File: src/rtl/register_share_arbiter.sv
// register_share_arbiter: round-robin arbiter for two requesters sharing one
// WIDTH-bit register, with bounded lock, per-load ack and a wrapping count.
//
// Ports:
//   ClkN       falling-edge clock
//   Clr        asynchronous active-high reset
//   Req0/Req1  access requests
//   Lock0/1    owner asks to keep the grant after the current load
//   D0/D1      write data per requester
//   Gnt0/1     registered grants (at most one high)
//   Ack0/1     one-cycle pulse: that requester's data was just loaded
//   Q          shared register contents
//   LoadCount  loads performed, modulo 256
//   LastOwner  most recent grantee, drives the round-robin tie break
module register_share_arbiter #(
  parameter int WIDTH    = 8,
  parameter int MAX_HOLD = 4
) (
  input  logic             ClkN,
  input  logic             Clr,
  input  logic             Req0,
  input  logic             Req1,
  input  logic             Lock0,
  input  logic             Lock1,
  input  logic [WIDTH-1:0] D0,
  input  logic [WIDTH-1:0] D1,
  output logic             Gnt0,
  output logic             Gnt1,
  output logic             Ack0,
  output logic             Ack1,
  output logic [WIDTH-1:0] Q,
  output logic [7:0]       LoadCount,
  output logic             LastOwner
);

  typedef enum logic [1:0] {
    IDLE = 2'd0,
    OWN0 = 2'd1,
    OWN1 = 2'd2
  } state_t;

  localparam logic [3:0] HoldMax = 4'(MAX_HOLD);

  state_t           state;
  logic [3:0]       hold;

  // Owner-relative view so both OWN states share one body.
  logic             own;
  logic             req_own;
  logic             req_oth;
  logic             lock_own;
  logic [WIDTH-1:0] d_own;
  logic [3:0]       hold_inc;
  logic             keep;

  always_comb begin
    own      = (state == OWN1);
    req_own  = own ? Req1 : Req0;
    req_oth  = own ? Req0 : Req1;
    lock_own = own ? Lock1 : Lock0;
    d_own    = own ? D1 : D0;
    hold_inc = hold + 4'd1;
    // hold_inc never exceeds HoldMax: at the limit the
    // owner stays only if nobody else is waiting.
    keep     = req_own && lock_own &&
               ((hold_inc < HoldMax) || !req_oth);
  end

  always_ff @(negedge ClkN or posedge Clr) begin
    if (Clr) begin
      state     <= IDLE;
      Gnt0      <= 1'b0;
      Gnt1      <= 1'b0;
      Ack0      <= 1'b0;
      Ack1      <= 1'b0;
      Q         <= '0;
      LoadCount <= 8'd0;
      LastOwner <= 1'b1;
      hold      <= 4'd0;
    end else begin
      Ack0 <= 1'b0;
      Ack1 <= 1'b0;
      unique case (state)
        IDLE: begin
          hold <= 4'd0;
          if (Req0 && (!Req1 || LastOwner)) begin
            state     <= OWN0;
            Gnt0      <= 1'b1;
            Gnt1      <= 1'b0;
            LastOwner <= 1'b0;
          end else if (Req1) begin
            state     <= OWN1;
            Gnt0      <= 1'b0;
            Gnt1      <= 1'b1;
            LastOwner <= 1'b1;
          end
        end
        OWN0, OWN1: begin
          if (req_own) begin
            Q         <= d_own;
            LoadCount <= LoadCount + 8'd1;
            Ack0      <= !own;
            Ack1      <= own;
          end
          if (keep) begin
            // Uncontested lock at the limit starts a new window.
            hold <= (hold_inc == HoldMax) ? 4'd0 : hold_inc;
          end else begin
            hold <= 4'd0;
            if (req_oth) begin
              state     <= own ? OWN0 : OWN1;
              Gnt0      <= own;
              Gnt1      <= !own;
              LastOwner <= !own;
            end else begin
              state <= IDLE;
              Gnt0  <= 1'b0;
              Gnt1  <= 1'b0;
            end
          end
        end
        default: begin
          state <= IDLE;
          Gnt0  <= 1'b0;
          Gnt1  <= 1'b0;
          hold  <= 4'd0;
        end
      endcase
    end
  end

endmodule

File: config.mk
export PLATFORM = sky130hd
export DESIGN_NAME = register_share_arbiter
export DESIGN_NICKNAME = d
export VERILOG_FILES = /design/src/rtl/register_share_arbiter.sv
export SDC_FILE = /design/constraint.sdc
export NUM_CORES = 1
export LEC_CHECK = 0
export ABC_AREA = 1
export BUFFER_PORTS_ARGS = -buffer_cell sky130_fd_sc_hd__buf_2
export CAP_MARGIN = 5
export CORE_MARGIN = 3
export CORE_UTILIZATION = 53
export DETAILED_ROUTE_END_ITERATION = 7
export GPL_ROUTABILITY_DRIVEN = 1
export HOLD_SLACK_MARGIN = 0.05
export MAX_ROUTING_LAYER = met4
export PLACE_DENSITY = 0.94
export SYNTH_ARGS = -nofsm -noshare
export SYNTH_HDL_FRONTEND = slang
export SYNTH_SLANG_ARGS = --single-unit
File: constraint.sdc
create_clock -name ClkN -period 2.6 [get_ports ClkN]
set_clock_uncertainty 0.2 [all_clocks]
set_input_delay 0.52 -clock ClkN [delete_from_list [all_inputs] [get_ports ClkN]]
set_output_delay 0.52 -clock ClkN [all_outputs]
set_load 0.005 [all_outputs]
==> impl_metrics.json <==
{
  "p_total_mw": 2.11,
  "detail_route.wirelength_mm": 3.54,
  "synth.lib_cells_used.distinct": 30,
  "timing.critical_path.fanout_max": 2,
  "ws_path_type": "reg -> out",
  "xor_xnor_cell_area_share_of_the_yosys_netlist_pct": 4.03,
  "route.detailed.vias_per_inst": 5.22,
  "synth.yosys.seq_area_share_pct": 48.1,
  "placement.io_buffers": 42,
  "grt_pass1_vias": 1334,
  "detailed_place_hpwl_mm": 2.59,
  "start_kind": "register",
  "cts.clk_slew.worst_paths_ns": 0.09,
  "start_util_pct": 57.3,
  "insertion_delay_ns": 0.38,
  "grt_antenna_before_repair": 0,
  "cp_slowest_cell": "dfstp_2",
  "critPathTopFamily": "flip-flops",
  "drv_cap": 0,
  "final_nets": 255,
  "dieArea_mm2": 0.00309,
  "final_weighted_congestion_in_routability_driven_placement": 0.797,
  "x_dimension_of_the_die_um": 55.6,
  "post_synthesis_compound_gate_area_fraction_pct": 8.93,
  "combined_area_of_the_multi_input_logic_cells_um2": 653,
  "irDropWorstVdd_mv": 0.878,
  "num_rows": 17,
  "yosys_register_bits": 25,
  "power.density_mw_per_mm2": 1100,
  "clk_sink_count": 25,
  "cts_buffers": 3,
  "cp.required_ns": 1.88,
  "synth-warning-count": 0,
  "total_leakage_power_nw": 1.04,
  "final_critical_path_setup_slack_ns": -0.425,
  "areaGrowthSynthToFinish_pct": 47.9,
  "antennaDiodeCount": 0,
  "core_area_mm2": 0.00228,
  "synth-edff-count": 0,
  "remaining_drc_errors": 0,
  "final_hold_viol_count": 0,
  "syn-num-nets": 175,
  "worst-path-buf-inv": 1,
  "combinational_family_with_the_most_area_after_synthesis": "simple AND/OR/NAND/NOR gates",
  "length_of_the_first_detailed_routing_pass_in_iterations": 4,
  "synth_adder_area_share_pct": 5.76,
  "crit_path_cell_trace": "buf_2",
  "grt_first_pass_wirelength_mm": 5.89,
  "synth.area.mux_share_pct": 0.864,
  "largest_net_degree_at_the_start_of_global_routing": 19,
  "tritoncts": "built",
  "holdCritPathClass": "reg -> reg",
  "drive_gt1_share_pct": 48.2,
  "avgSynthCellArea_um2": 8.87,
  "violations_in_the_final_reports": "negative setup slack",
  "num_vias": 1326,
  "number_of_hold_buffers_added_after_cts": 0,
  "clock_root_buffer": "clkbuf_4",
  "regArea_um2": 627,
  "htree_levels": 1,
  "pre_cts_ws_ns": -0.464,
  "grtUsageTotal_pct": 24.4,
  "synth_simple_gate_area_share_pct": 25.6,
  "run_status": "complete, but fails checks",
  "yosys_most_used_dff": "dfrtn_1",
  "critPathArrivalTime_ns": 2.30,
  "route.detailed.wl_per_inst_um": 13.9,
  "postRouteAntennaNets": 0,
  "cts_max_path_buffers": 2,
  "maxSlewHeadroom_pct": 61.5,
  "grt_remaining_overflow": 0,
  "timing.critical_path.slowest_cell_delay_ns": 0.52,
  "filler_cell_count": 116,
  "synthArstFlopShare_pct": 100,
  "grt_setup_unrepaired": "true",
  "ios": 43,
  "tightest_slew_ns": 0.577,
  "postSynthCellCount": 147,
  "setup_viol": 22,
  "cp-end-kind": "output pin",
  "detail_route.iter0.violations": 37,
  "die_h_um": 55.6,
  "cell_area_after_synthesis_mm2": 0.00130,
  "report.final.slew_viol_count": 0
}
placed cells by master (no fill, tap or decap), types with 2 or more instances in the layout:
master     n
nand3_4    2
nor3_1     3
nand3_1    3
clkbuf_4   3
buf_12     2
nand2_2    8
nand2_4    4
nand4_1    3
nand2_1   31
inv_1     13
ha_1       6
inv_2      2
o21ai_0    3
o21ai_2    2
buf_4     35
xnor2_1    2
dfrtn_1   24
a31oi_1    8
xor2_1     3
buf_2     41
nor2_1    12
flip-flops by register name (all words and copies together), names as in the netlist:
name       flops
LoadCount      8
Gnt0           1
Ack1           1
Gnt1           1
hold           4
Ack0           1
Q              8
LastOwner      1
synth_stat cells, types with 2 or more instances:
library cell | n | area share (%)
dfrtn_1 | 24 | 46
xor2_1 | 3 | 2.0
nor2_1 | 13 | 3.7
a21oi_1 | 2 | 0.77
o21ai_1 | 2 | 0.77
nand2_1 | 38 | 11
nor3_1 | 3 | 1.2
nand3_1 | 4 | 1.5
nand3_2 | 2 | 1.5
a31oi_1 | 8 | 3.8
nand2_4 | 4 | 3.5
o21ai_0 | 3 | 1.2
inv_1 | 15 | 4.3
ha_1 | 6 | 5.8
nand4_1 | 3 | 1.4
xnor2_1 | 3 | 2.0
worst min-delay path: cells and delay by family, from the launching register on:
| family | cells | cell delay [ns] |
|---|---|---|
| AND/OR/NAND/NOR | 1 | 0.05 |
| AO/OA/AOI/OAI | 1 | 0.12 |
| flip-flops | 1 | 0.42 |
layout make-up:
| class | instances | area share [%] |
|---|---|---|
| Clock buffer | 4 | 1.36 |
| Clock inverter | 1 | 0.195 |
| Inverter | 16 | 3.89 |
| Multi-Input combinational cell | 102 | 33.9 |
| Sequential cell | 25 | 32.5 |
| Tap cell | 28 | 1.82 |
| Timing Repair Buffer | 78 | 26.3 |
what timing repair did:
action | in CTS | in global routing
endpoints found under the setup margin | 29 | 27
buffers inserted | 10 | 7
pin swaps | 7 | 11
endpoints found under the hold margin | 0 | 0
gates resized for setup | 8 | 10
report_power, final:
part / switching (mW) / total [mW] / leakage, nW / internal [mW]
Sequential: 0.0755 / 0.638 / 0.309 / 0.563
Combinational: 0.666 / 1.29 / 0.709 / 0.625
Clock: 0.122 / 0.184 / 0.0203 / 0.0620
Total: 0.863 / 2.11 / 1.04 / 1.25
worst paths after layout:
path | startpoint | endpoint | slack, ns | cells past startpoint
setup / recovery | LastOwner$_DFFE_NP1P_ | LastOwner | -0.42 | 1
hold / removal | Q[5]$_DFFE_NP0P_ | Q[5]$_DFFE_NP0P_ | 0.29 | 2
setup reg to reg | Gnt0$_DFFE_NP0P_ | Gnt0$_DFFE_NP0P_ | 0.28 | 12
hold reg to reg | Q[5]$_DFFE_NP0P_ | Q[5]$_DFFE_NP0P_ | 0.29 | 2
max in group asynchronous | Clr | Q[0]$_DFFE_NP0P_ | 0.68 | 3
min in group asynchronous | Clr | hold[3]$_DFF_NP0_ | 1.10 | 2
stage by stage:
stage / cell area [µm²] / util [%] / hold slack, ns / instances / TNS, ns
CTS: 1850 / 81.2 / 0.297 / 247 / -5.74
detailed placement: 1720 / 75.6 / 0.295 / 233 / -7.84
floorplan: 1350 / - / 0.232 / 147 / -0.677
global placement: 1720 / 75.6 / 0.287 / 233 / -6.72
global route: 1930 / 84.7 / 0.332 / 254 / -6.69
finish: 1930 / 84.7 / 0.293 / 254 / -5.71
cells by family after synthesis:
logic type | Yosys count
AOI/OAI and AO/OA | 19
xor gates and xnor gates | 6
adders and majority gates | 6
buffers and inverters | 20
DFF | 25
muxes | 1
and+or+nand+nor | 70
per-layer routing:
metal	GRT usage, %	routed length, µm	vias up
met5	-	0	-
met4	14.2	166	0
met3	3.94	228	19
met2	41.6	1820	69
met1	26.8	1320	607
li1	-	-	631
Power figures use the tool's default switching activity.
